## config.mk

```make
export PLATFORM = sky130hd
export DESIGN_NAME = vga_agc_ctrl
export DESIGN_NICKNAME = d
export VERILOG_FILES = /design/src/rtl/vga_agc_pkg.sv /design/src/rtl/vga_agc_peak.sv /design/src/rtl/vga_agc_ctrl.sv
export SDC_FILE = /design/constraint.sdc
export NUM_CORES = 1
export LEC_CHECK = 0
export CORE_ASPECT_RATIO = 1.1
export CORE_MARGIN = 1.5
export CORE_UTILIZATION = 63
export DETAILED_ROUTE_END_ITERATION = 10
export DONT_BUFFER_PORTS = 1
export PLACE_DENSITY_LB_ADDON = 0.25
export SETUP_SLACK_MARGIN = 0.02
export SYNTH_ARGS = -nofsm -noshare
export SYNTH_HDL_FRONTEND = slang
export SYNTH_SLANG_ARGS = --single-unit
```

## constraint.sdc

```tcl
create_clock -name clock -period 3.3 [get_ports clock]
set_input_delay 0.495 -clock clock [delete_from_list [all_inputs] [get_ports clock]]
set_output_delay 0.495 -clock clock [all_outputs]
set_load 0.02 [all_outputs]
```

## src/rtl/vga_agc_pkg.sv

```systemverilog
// Shared types and helpers for the VGA automatic gain control loop:
// FSM state encoding, derived code/window constants and the saturating code step.
package vga_agc_pkg;

    typedef enum logic [1:0] {
        ST_IDLE,
        ST_MEASURE,
        ST_DECIDE,
        ST_SETTLE
    } agc_state_t;

    localparam int DEF_CODE_W   = 4;
    localparam int DEF_WIN_LOG2 = 5;

    function automatic int codeMaxOf(input int codeW);
        return (1 << codeW) - 1;
    endfunction

    function automatic int winLenOf(input int winLog2);
        return 1 << winLog2;
    endfunction

    localparam int CODE_MAX = codeMaxOf(DEF_CODE_W);
    localparam int WIN_LEN  = winLenOf(DEF_WIN_LOG2);

    // A pending decrement always wins over an increment; both ends saturate.
    function automatic int satStep(input int curCode, input logic dec, input logic inc,
                                   input int codeMax);
        if (dec)
            return (curCode > 0) ? curCode - 1 : 0;
        if (inc)
            return (curCode < codeMax) ? curCode + 1 : codeMax;
        return curCode;
    endfunction

endpackage

```

## src/rtl/vga_agc_peak.sv

```systemverilog
// Per-channel running peak detector used by the AGC window measurement.
module vga_agc_peak #(
    parameter int DATA_W = 8
) (
    input  logic              clock,
    input  logic              reset,
    input  logic              i_clear,
    input  logic              i_sampleEn,
    input  logic [DATA_W-1:0] i_sample,
    output logic [DATA_W-1:0] o_peak
);

    logic [DATA_W-1:0] r_peak;

    always_ff @(posedge clock) begin
        if (reset || i_clear)
            r_peak <= '0;
        else if (i_sampleEn && (i_sample > r_peak))
            r_peak <= i_sample;
    end

    assign o_peak = r_peak;

endmodule

```

## src/rtl/vga_agc_ctrl.sv

```systemverilog
// Closed-loop VGA gain controller: windowed peak measurement, per-channel code step, settle hold.
// Optional lock detector enabled by defining VGA_AGC_LOCK_DET_EN.
module vga_agc_ctrl
    import vga_agc_pkg::*;
#(
    parameter int NUM_CH     = 2,
    parameter int CODE_W     = 4,
    parameter int DATA_W     = 8,
    parameter int WIN_LOG2   = 5,
    parameter int SETTLE_CYC = 8,
    parameter int INIT_CODE  = 8,
    parameter int LOCK_WINS  = 4
) (
    input  logic                     clock,
    input  logic                     reset,
    input  logic                     agc_en,
    input  logic [NUM_CH*CODE_W-1:0] manual_code,
    input  logic [DATA_W-1:0]        hi_thresh,
    input  logic [DATA_W-1:0]        lo_thresh,
    input  logic                     in_valid,
    input  logic [NUM_CH*DATA_W-1:0] in_data,
    output logic [NUM_CH*CODE_W-1:0] code,
    output logic                     code_upd,
    output logic                     busy,
    output logic                     locked
);

    localparam int                  CODE_MAX_L = codeMaxOf(CODE_W);
    localparam logic [WIN_LOG2-1:0] WIN_LAST   = WIN_LOG2'(winLenOf(WIN_LOG2) - 1);
    localparam int                  SET_W      = (SETTLE_CYC > 1) ? $clog2(SETTLE_CYC) : 1;
    localparam logic [SET_W-1:0]    SET_LAST   = SET_W'(SETTLE_CYC - 1);

    agc_state_t                r_state;
    logic [WIN_LOG2-1:0]       r_winCnt;
    logic [SET_W-1:0]          r_setCnt;
    logic [NUM_CH*CODE_W-1:0]  r_code;
    logic                      r_codeUpd;
    logic                      r_busy;

    logic [DATA_W-1:0]         w_peak [NUM_CH];
    logic                      w_peakClr;
    logic                      w_sampleEn;
    logic [NUM_CH*CODE_W-1:0]  w_nextCode;
    logic                      w_changed;
    int                        w_stepped;

    // Peaks are flushed whenever a window is abandoned or has just been judged.
    assign w_peakClr  = !agc_en || (r_state == ST_IDLE) || (r_state == ST_DECIDE);
    assign w_sampleEn = agc_en && (r_state == ST_MEASURE) && in_valid;

    for (genvar k = 0; k < NUM_CH; k++) begin : g_peak
        vga_agc_peak #(.DATA_W(DATA_W)) u_peak (
            .clock      (clock),
            .reset      (reset),
            .i_clear    (w_peakClr),
            .i_sampleEn (w_sampleEn),
            .i_sample   (in_data[k*DATA_W +: DATA_W]),
            .o_peak     (w_peak[k])
        );
    end

    always_comb begin
        w_nextCode = r_code;
        w_changed  = 1'b0;
        w_stepped  = 0;
        for (int k = 0; k < NUM_CH; k++) begin
            w_stepped = satStep(int'(r_code[k*CODE_W +: CODE_W]), w_peak[k] > hi_thresh,
                                w_peak[k] < lo_thresh, CODE_MAX_L);
            w_nextCode[k*CODE_W +: CODE_W] = w_stepped[CODE_W-1:0];
            if (w_nextCode[k*CODE_W +: CODE_W] != r_code[k*CODE_W +: CODE_W])
                w_changed = 1'b1;
        end
    end

    always_ff @(posedge clock) begin
        if (reset) begin
            r_state   <= ST_IDLE;
            r_code    <= {NUM_CH{CODE_W'(INIT_CODE)}};
            r_winCnt  <= '0;
            r_setCnt  <= '0;
            r_codeUpd <= 1'b0;
            r_busy    <= 1'b0;
        end else begin
            r_codeUpd <= 1'b0;
            if (!agc_en) begin
                if (r_state == ST_IDLE)
                    r_code <= manual_code;
                r_state  <= ST_IDLE;
                r_winCnt <= '0;
                r_setCnt <= '0;
                r_busy   <= 1'b0;
            end else begin
                case (r_state)
                    ST_IDLE: begin
                        r_state  <= ST_MEASURE;
                        r_winCnt <= '0;
                    end
                    ST_MEASURE: begin
                        if (in_valid) begin
                            r_winCnt <= r_winCnt + 1'b1;
                            if (r_winCnt == WIN_LAST)
                                r_state <= ST_DECIDE;
                        end
                    end
                    ST_DECIDE: begin
                        r_code    <= w_nextCode;
                        r_codeUpd <= w_changed;
                        r_busy    <= w_changed;
                        r_winCnt  <= '0;
                        r_setCnt  <= '0;
                        r_state   <= w_changed ? ST_SETTLE : ST_MEASURE;
                    end
                    ST_SETTLE: begin
                        if (r_setCnt == SET_LAST) begin
                            r_setCnt <= '0;
                            r_busy   <= 1'b0;
                            r_state  <= ST_MEASURE;
                        end else begin
                            r_setCnt <= r_setCnt + 1'b1;
                        end
                    end
                    default: r_state <= ST_IDLE;
                endcase
            end
        end
    end

    assign code     = r_code;
    assign code_upd = r_codeUpd;
    assign busy     = r_busy;

`ifdef VGA_AGC_LOCK_DET_EN
    localparam int LOCK_W = $clog2(LOCK_WINS + 1);

    logic [LOCK_W-1:0] r_lockCnt;

    // Counts consecutive windows that left every code untouched, saturating at LOCK_WINS.
    always_ff @(posedge clock) begin
        if (reset || !agc_en || (r_state == ST_IDLE))
            r_lockCnt <= '0;
        else if (r_state == ST_DECIDE) begin
            if (w_changed)
                r_lockCnt <= '0;
            else if (r_lockCnt != LOCK_W'(LOCK_WINS))
                r_lockCnt <= r_lockCnt + 1'b1;
        end
    end

    assign locked = (r_lockCnt >= LOCK_W'(LOCK_WINS));
`else
    // No lock detector in this build, so locked is permanently low.
    assign locked = (LOCK_WINS < 0) ? 1'b1 : 1'b0;
`endif

endmodule

```

==> summary.md <==
### Placed design
* 0.934 — final weighted congestion in routability-driven placement
* 5980 microns — Detailed Place HPWL
* 0 — number of buffers inserted by port buffering

### Logic synthesis
* 0 — number of synthesis warnings
* 422 — gate count of the mapped netlist
* 52 — library cells used by synthesis
* 525 — net count of the mapped netlist
* 0 — EDFF count, synth
* 7.87 sq um — synthesized area divided by synthesized cell count
* 36 — synthesized flop and latch total
* sky130_fd_sc_hd__dfxtp_1 — Post-synth top flop
* 0.217 — sequential element share of the synthesized area
* 0 — fraction of synthesis flops using an asynchronous set or reset pin
* 3320 sq um — summed instance area of the synthesized netlist

### Routing
* 3390 microns — routed metal-1 wirelength
* 6.43 — vias per cell
* 16.1 microns — routed length per instance
* 245 — violation count after the first detailed-routing iteration
* 5 — number of detailed-route iterations in the first pass
* 475 microns — routed length on met3
* 3091 — number of vias after detailed routing
* 7740 microns — detailed-route wire length
* 0 — post-route ant nets
* met4 — highest layer used for signal routing
* 0 — remaining routing DRC violations
* 3760 microns — total length of routed met2 wires

### Worst setup path
* 9 — largest fanout on the critical path
* 2.62 ns — Crit path arrival time
* inv_1 -> ha_1 -> or3b_2 -> o31a_1 -> o21ai_0 -> a21oi_1 -> a31oi_1 -> a311oi_1 — CP Cell Sequence
* compound AO/OA/AOI/OAI gates — category of cells accounting for the largest share of critical-path delay
* 1 — crit path buf inv count
* flop — nature of the critical path startpoint
* 0.53 ns — slowest stage delay, CP
* flop — Worst setup EP type
* sky130_fd_sc_hd__or3b_2 — master of the slowest instance on the critical path
* reg -> reg — type of the setup path with the least slack
* 3.45 ns — Worst EP required

### Timing
* 0 — Slew Limit Fails
* 0.406 GHz — Fmax achieved
* 0.0107 ns — clock skew after layout
* no — setup repair after global routing missed its margin
* 0 — Final setup viols
* 0.556 — max-slew headroom at the worst pin
* 0 — final hold violation count
* 0.663 ns — Worst Tran Pin Value
* 0 ns — Setup Total Neg Slack
* 0.747 — Final period util
* 2.46 ns — Tmin final

### Floorplanning
* 0.660 — initial standard-cell utilization of the core
* 5030 sq um — Floorplan Core Area
* 27 — Core Rows
* 5720 sq um — Die ar.
* 79.2 microns — Die H
* 55 — top-level I/O count
* 72.3 microns — die outline width

### GRT
* 33 — maximum number of pins on one net before global-route repair
* 0 — initial antenna violation count
* 0 — grt total ovfl
* 2900 — number of global-route vias before repair
* 12900 microns — global-route wire length before repair
* 0.279 — overall global routing resource usage

### Finish
* 525 — total number of nets in the final design
* 5.05% — Area growth syn-to-layout
* 432 — total of fill cells in the finished design
* sky130_fd_sc_hd__ha_1 — commonest non-fill, non-tap cell in the layout
* sky130_fd_sc_hd__ha_1, sky130_fd_sc_hd__nand2_1, sky130_fd_sc_hd__inv_1 — leading cell types in the layout, fill and taps excluded
* 0.0544 — share of final-layout standard cells stronger than drive strength 1
* 0 — Antenna Diode Count
* 2390 sq um — total area of multi-input combinational cells
* 721 sq um — footprint of the flip-flops and latches

### Power and ir drop
* 0.755 mW — internal power
* 0.295 — Net Sw Frac
* 0.181 — Gate power share
* 307 nW/um^2 — power per standard cell area
* 0.365 — part of the total power dissipated in the clock network
* 0.316 mW — Switching Power
* 0.225 mV — peak ir drop on the vdd network
* 0.454 — Flop pwr share
* 1.50 nW — reported leakage power
* 1.07 mW — overall power after layout

### Clocking
* sky130_fd_sc_hd__clkbuf_8 — root buffer selected by CTS
* 0 — total of cells resized after clock tree synthesis
* 0 — CTS Hold Buffers Added
* 36 — clock sink count
* 2 — level count of the clock H-tree
* done — CTS tree
* 5 — number of CTS-inserted buffers
* 0.08 ns — clock-pin slew of the registers on the worst-case setup and hold paths
* 0 — post-CTS setup repair buffer count
* 2 — worst-case clock buffer depth
* 0.29 ns — clock latency on the worst-skew pair

### Min path
* in -> reg — path class of the lowest-slack min-delay path

### Outcome
* finished, final reports clean — outcome

### Run
* 0 — max-cap check violation count

[power by group through the flow]
stage | logic (mW) | registers [mW] | clock network, mW
final | 0.194 | 0.486 | 0.391
after global routing | 0.219 | 0.488 | 0.417
after CTS | 0.192 | 0.485 | 0.397
after detailed placement | 0.190 | 0.495 | 0
after global placement | 0.185 | 0.495 | 0
after floorplan | 0.165 | 0.482 | 0
[sequential cells by signal (all words and copies together) (netlist names)]
register              cells
busy                      1
code                      8
code_upd                  1
g_peak.u_peak.o_peak     16
r_setCnt                  3
r_state                   2
r_winCnt                  5
[worst reg2reg max path: stages (launching register included)]
cell and delay, ns:
sky130_fd_sc_hd__dfxtp_1 0.45, sky130_fd_sc_hd__inv_1 0.19, sky130_fd_sc_hd__ha_1 0.30, sky130_fd_sc_hd__or3b_2 0.53, sky130_fd_sc_hd__o31a_1 0.12, sky130_fd_sc_hd__o21ai_0 0.16
sky130_fd_sc_hd__a21oi_1 0.06, sky130_fd_sc_hd__a31oi_1 0.37, sky130_fd_sc_hd__a311oi_1 0.15
[metal layers]
layer / global-route usage / vias up
met5: 0 / -
met4: 0.0792 / 0
met3: 0.0533 / 15
met2: 0.491 / 103
met1: 0.345 / 1451
li1: - / 1522
[through the flow]
step	cell area [sq um]	utilization	cells	hold WS, ns	setup slack [ns]
after global placement	3380	0.672	473	0.478	0.717
after global routing	3490	0.694	481	0.238	0.678
final	3490	0.694	481	0.255	0.835
after floorplan	3320	-	422	0.459	0.818
after detailed placement	3380	0.672	473	0.492	0.687
after CTS	3490	0.694	481	0.253	0.853
[path summary, 6_finish.rpt]
kind                                      startpoint                                      end  slack (ns)  depth (start not counted)
max                             code[5]$_SDFFE_PP0P_                        busy$_SDFFE_PP0P_        0.84                          8
min                                            reset                     code[1]$_SDFFE_PP0P_        0.26                          1
max reg2reg                     code[5]$_SDFFE_PP0P_                        busy$_SDFFE_PP0P_        0.84                          8
min reg2reg  g_peak[0].u_peak.o_peak[0]$_SDFFE_PP0P_  g_peak[0].u_peak.o_peak[0]$_SDFFE_PP0P_        0.50                          2
[synth_stat cells (5+ instances only)]
cell	count	area (sq um)
sky130_fd_sc_hd__nand2_1	45	169
sky130_fd_sc_hd__inv_1	44	165
sky130_fd_sc_hd__a31oi_1	6	37.5
sky130_fd_sc_hd__and3_1	5	31.3
sky130_fd_sc_hd__nand3_1	8	40.0
sky130_fd_sc_hd__nor2b_1	10	62.6
sky130_fd_sc_hd__clkbuf_1	10	37.5
sky130_fd_sc_hd__nor3_1	7	35.0
sky130_fd_sc_hd__a21o_1	8	60.1
sky130_fd_sc_hd__o21ai_0	18	90.1
sky130_fd_sc_hd__ha_1	59	738
sky130_fd_sc_hd__nor4_1	5	31.3
sky130_fd_sc_hd__mux2i_1	21	210
sky130_fd_sc_hd__o211ai_1	6	45.0
sky130_fd_sc_hd__nor2_1	37	139
sky130_fd_sc_hd__nand4_1	15	93.8
sky130_fd_sc_hd__dfxtp_1	36	721
sky130_fd_sc_hd__o21a_1	5	37.5
sky130_fd_sc_hd__a21oi_1	24	120
[logic make-up (layout without fill, tap and decap cells)]
family	count (synthesis)	after routing	share of synthesized area
other cells	1	1	0.00113
mux	23	23	0.0723
flops	36	36	0.217
compound gates	101	101	0.212
simple gates	147	147	0.212
buf+inv	55	56	0.0633
fa+ha+maj	59	59	0.222
[cell type report]
cell class | instances | area share
Multi-Input combinational cell | 331 | 0.686
Sequential cell | 36 | 0.206
Inverter | 44 | 0.0473
Clock buffer | 6 | 0.0208
Tap cell | 58 | 0.0208
Clock inverter | 2 | 0.0100
Timing Repair Buffer | 4 | 0.00860
(Power assumes the default switching activity.)
